## src/rtl/vga_timing_gen.sv

```systemverilog
// VGA raster timing generator: pixel-enable divider, raster counters with window flag,
// and a one-pixel pin-alignment stage for sync and colour, plus a per-frame tick.
module vga_timing_gen #(
    parameter int DIV     = 4,
    parameter int H_TOTAL = 800,
    parameter int H_SYNC  = 96,
    parameter int H_START = 144,
    parameter int H_END   = 784,
    parameter int V_TOTAL = 525,
    parameter int V_SYNC  = 2,
    parameter int V_START = 35,
    parameter int V_END   = 515
) (
    input  logic        clk,
    input  logic        rst,
    input  logic [11:0] rgb_in,
    output logic [9:0]  hCount,
    output logic [9:0]  vCount,
    output logic        bright,
    output logic        hSync,
    output logic        vSync,
    output logic [11:0] vga_rgb,
    output logic        frame_tick
);

    localparam int              DW       = (DIV > 2) ? $clog2(DIV) : 1;
    localparam logic [DW-1:0]   DIV_LAST = DW'(DIV - 1);
    localparam logic [9:0]      H_LAST   = 10'(H_TOTAL - 1);
    localparam logic [9:0]      V_LAST   = 10'(V_TOTAL - 1);
    localparam logic [9:0]      H_SYNC_W = 10'(H_SYNC);
    localparam logic [9:0]      V_SYNC_W = 10'(V_SYNC);
    localparam logic [9:0]      H_ST     = 10'(H_START);
    localparam logic [9:0]      H_EN     = 10'(H_END);
    localparam logic [9:0]      V_ST     = 10'(V_START);
    localparam logic [9:0]      V_EN     = 10'(V_END);

    logic [DW-1:0] div_r;
    logic [9:0]    h_count_r;
    logic [9:0]    v_count_r;
    logic          bright_r;
    logic          hsync_r;
    logic          vsync_r;
    logic [11:0]   rgb_r;
    logic          frame_tick_r;

    logic          pix_en_s;
    logic          h_last_s;
    logic          v_last_s;
    logic [9:0]    h_next_s;
    logic [9:0]    v_next_s;
    logic          bright_next_s;

    function automatic logic in_window(input logic [9:0] h, input logic [9:0] v);
        return (h >= H_ST) && (h < H_EN) && (v >= V_ST) && (v < V_EN);
    endfunction

    // Pixel strobe and next raster position; bright is derived from the next position
    // so it lands on the same edge as the counters it describes.
    always_comb begin
        pix_en_s      = (div_r == DIV_LAST);
        h_last_s      = (h_count_r == H_LAST);
        v_last_s      = (v_count_r == V_LAST);
        h_next_s      = h_count_r;
        v_next_s      = v_count_r;
        bright_next_s = 1'b0;
        if (h_last_s) begin
            h_next_s = 10'd0;
            if (v_last_s) begin
                v_next_s = 10'd0;
            end else begin
                v_next_s = v_count_r + 10'd1;
            end
        end else begin
            h_next_s = h_count_r + 10'd1;
            v_next_s = v_count_r;
        end
        bright_next_s = in_window(h_next_s, v_next_s);
    end

    // Board-clock divider producing one pixel strobe every DIV clocks.
    always_ff @(posedge clk or negedge rst) begin
        if (!rst) begin
            div_r <= '0;
        end else if (pix_en_s) begin
            div_r <= '0;
        end else begin
            div_r <= div_r + DW'(1);
        end
    end

    // Stage 1: raster counters and active-window flag.
    always_ff @(posedge clk or negedge rst) begin
        if (!rst) begin
            h_count_r <= 10'd0;
            v_count_r <= 10'd0;
            bright_r  <= 1'b0;
        end else if (pix_en_s) begin
            h_count_r <= h_next_s;
            v_count_r <= v_next_s;
            bright_r  <= bright_next_s;
        end
    end

    // Stage 2: pins re-timed from pre-edge stage-1 values; colour blanked outside the window.
    always_ff @(posedge clk or negedge rst) begin
        if (!rst) begin
            hsync_r <= 1'b1;
            vsync_r <= 1'b1;
            rgb_r   <= 12'h000;
        end else if (pix_en_s) begin
            hsync_r <= (h_count_r >= H_SYNC_W);
            vsync_r <= (v_count_r >= V_SYNC_W);
            rgb_r   <= bright_r ? rgb_in : 12'h000;
        end
    end

    // One-clock pulse on the edge where both counters wrap to zero.
    always_ff @(posedge clk or negedge rst) begin
        if (!rst) begin
            frame_tick_r <= 1'b0;
        end else begin
            frame_tick_r <= pix_en_s && h_last_s && v_last_s;
        end
    end

    assign hCount     = h_count_r;
    assign vCount     = v_count_r;
    assign bright     = bright_r;
    assign hSync      = hsync_r;
    assign vSync      = vsync_r;
    assign vga_rgb    = rgb_r;
    assign frame_tick = frame_tick_r;

endmodule
```

## config.mk

```make
export PLATFORM = sky130hd
export DESIGN_NAME = vga_timing_gen
export DESIGN_NICKNAME = d
export VERILOG_FILES = /design/src/rtl/vga_timing_gen.sv
export SDC_FILE = /design/constraint.sdc
export NUM_CORES = 1
export LEC_CHECK = 0
export BUFFER_PORTS_ARGS = -buffer_cell sky130_fd_sc_hd__buf_2
export CORE_AREA = 2 2 68 70
export CTS_BUF_LIST = sky130_fd_sc_hd__clkbuf_8
export DETAILED_ROUTE_END_ITERATION = 16
export DIE_AREA = 0 0 70 72
export PLACE_DENSITY = 0.89
export RECOVER_POWER = 25
export SLEW_MARGIN = 20
export SYNTH_ARGS = -nofsm -noshare
export SYNTH_HDL_FRONTEND = slang
export SYNTH_SLANG_ARGS = --single-unit
```

## constraint.sdc

```tcl
create_clock -name clk -period 2.4 [get_ports clk]
set_input_delay 0.48 -clock clk [delete_from_list [all_inputs] [get_ports clk]]
set_output_delay 0.48 -clock clk [all_outputs]
set_load 0.01 [all_outputs]
```

==> impl_results.md <==
- Final Cycle Share: 0.957
- Vias in the first global route: 1,769
- Simple-gate share of the synthesized area: 0.209
- Share of post-route cells with drive strength above 1: 0.303
- Status: finished with violations
- Setup bufs post-CTS: 0
- Total area of sequential cells: 953 um2
- Syn_area_per_cell: 9.08 um2
- CP max stage delay: 440 ps
- Max_slew headroom: -0.347
- Maximum VDD drop: 0.000208 V
- Violated checks: max-capacitance violations, max-slew violations
- Cells after Synth: 231
- Num CTS Buffers: 5
- DR WL/cell: 14.0 um
- Worst-path clk slew: 70 ps
- Nets: 310
- Largest family of logic cells by synthesized area: simple AND/OR/NAND/NOR gates
- Area taken by multi-input logic gates: 1010 um2
- Critical Path, Cell by Cell: ha_1 > nand4_1 > or3_4 > or3_1 > a22oi_2 > o21ai_0 > a21oi_1 > o22ai_1
- CP delay by family, top: simple AND/OR/NAND/NOR gates
- Syn Nets: 251
- CTS root buffer: clkbuf_8
- Post-synth EDFFs: 0
- Crit path max-delay cell type: or3_4
- Min-delay worst type: primary input to flip-flop
- Synth Area in Adders: 0.0358
- Final min period: 2300 ps
- Leak: 0.00124 uW
- Buffers & Inverters on Critical Path: 0
- Synth warnings: 0
- Vias after detailed routing: 1,882
- Area growth, synth to finish: 21.9%
- XOR/XNOR Fraction of Synth Area: 0.0584
- First-pass GRT wire length: 8210 um
- Max-slew violations: 39
- Crit-path max FO: 5
- WP data arrival: 2470 ps
- Latest clock arrival within the worst-skew pair: 300 ps
- Synth area leader: dfrtp_1
- DRT iter0 DRCs: 102
- ANT nets after route: 0
- Die ar.: 5040 um2
- Distinct cells, synth: 49
- Mux cell area share after synthesis: 0.00477
- # port buffers: 49
- Gp weighted congestion: 0.961
- Compound-gate portion of the synthesized area: 0.164
- Crit. End Element: flip-flop
- Hold Violations, Final: 0
- Final clock skew: 5.42 ps
- Post-route DRC: 0
- Top-count cell post-synth: dfrtp_1
- Max frequency: 435 MHz
- Post-CTS resize count: 0
- Post-layout util: 0.600
- Die W: 70 um
- 1st-pass router iterations: 4
- GRT overflow: 0
- Max Cap Violations: 1
- Fillers: 354
- Startpoint types: flip-flop
- Num rows: 24
- Post-synth top area share: 0.429
- Slew @ Worst Pin: 2020 ps
- Mapped Area: 2100 um2
- Top FF cell, synth: dfrtp_1
- Gr usage total: 0.206
- Setup violators final: 0
- Vias per inst: 5.50
- Post-synthesis sequential area ratio: 0.454
- Commonest cells in the netlist: 36 x dfrtp_1, 26 x o21ai_0, 20 x inv_1, 20 x nand3_1, 18 x nor2_1
- Largest net degree at the start of global routing: 39
- CP startpoint: hCount[0]
- Initial antenna violation count: 0
- HPWL after DPL: 3480 um
- Initial Utilization: 0.492
- Worst-case clock buffer depth: 2
- CTS Sinks: 38
- Hold_buf cts: 0
- Synth Register Bits: 38
- Sum Neg Setup Slack: 0 ps
- Async set or reset register ratio after synthesis: 1.00
- CP required: 2580 ps
- Die Ht: 72 um
- Reg2reg start: hCount[0]
- ANT cells: 0
- Final WL: 4770 um
- Critical path class: flip-flop to flip-flop
- Worst Hold Launch: rgb_in[6]
- Top post-synthesis cells by area: dfrtp_1 43%, o21ai_0 6.2%, nand3_1 4.8%
- Max H-tree Level: 2
- CTS tree: done
- Cell area power density: 421 nW/um2
- Core area: 4260 um2
- Top Ports: 50
[kinds of logic after synthesis]
kind of cell,count (synthesis)
AND/OR/NAND/NOR,82
AO/OA/AOI/OAI,55
flip-flops,38
buffers and inverters,35
XOR/XNOR,14
adder cells (fa/ha/maj),6
multiplexers,1
[stage by stage]
stage          instance area [um2]  hold WS [ps]  setup slack [ps]  instances  total power, uW
3_3_place_gp                  2460           418               169        335              675
5_1_grt                       2560           433             -8.20        342             1110
6_report                      2560           424               103        342             1080
2_1_floorplan                 2100           184              52.5        231              653
3_5_place_dp                  2460           433               118        335              675
4_1_cts                       2540           306              97.1        342             1090
[metal layers]
layer	global-route usage	share of wire	wire length (um)	up-vias
li1	-	-	-	918
met3	0.0500	0.066	317	15
met4	0.111	0.030	144	0
met2	0.334	0.48	2280	80
met1	0.258	0.43	2030	869
met5	0	0	0	-
[where the power goes]
part / internal [uW] / switching, uW / total [uW]
combinational: 7.03 / 14.4 / 21.5
clock: 195 / 220 / 415
sequential: 640 / 0 / 640
total: 842 / 235 / 1080
[final timing paths]
path / end / slack (ps) / depth (start not counted)
hold / removal: vga_rgb[6] / 420 / 3
setup / recovery: bright / 100 / 8
setup reg to reg: bright / 100 / 8
hold reg to reg: div_r[0] / 440 / 1
min in group asynchronous: vCount[1] / 750 / 1
max in group asynchronous: vga_rgb[5] / 490 / 1
[cells in the final DEF (no fill, tap or decap), drive strengths merged, types with 2 or more instances in the layout]
cell,n
dfrtp,36
o21ai,27
nor3b,2
xnor2,9
xor2,5
o31ai,3
nand2,17
ha,6
clkinv,2
or4,3
clkbuf,6
nor4,4
or3,2
nand4,5
buf,66
a21oi,8
nand3,20
o22ai,3
nor2,18
dfstp,2
and3,3
inv,20
nor3,3
a21o,2
[worst register-to-register path: stages, from the launching register on]
cell and delay (ps):
dfrtp_1 410, ha_1 200, nand4_1 200, or3_4 440
or3_1 390, a22oi_2 200, o21ai_0 100, a21oi_1 150
o22ai_1 90
[final cells by class]
| class | instances | area share |
|---|---|---|
| clock inverters | 2 | 0.00391 |
| clock buffers | 5 | 0.0269 |
| inverters | 20 | 0.0294 |
| repair buffers | 67 | 0.148 |
| well taps | 52 | 0.0254 |
| multi-input cells | 158 | 0.393 |
| flip-flops and latches | 38 | 0.373 |
[registers in the layout, indices dropped and copies added (netlist names)]
register and flops:
frame_tick 1, vCount 10, vSync 1, hSync 1
bright 1, vga_rgb 12, div_r 2, hCount 10
Power figures use the tool's default switching activity.
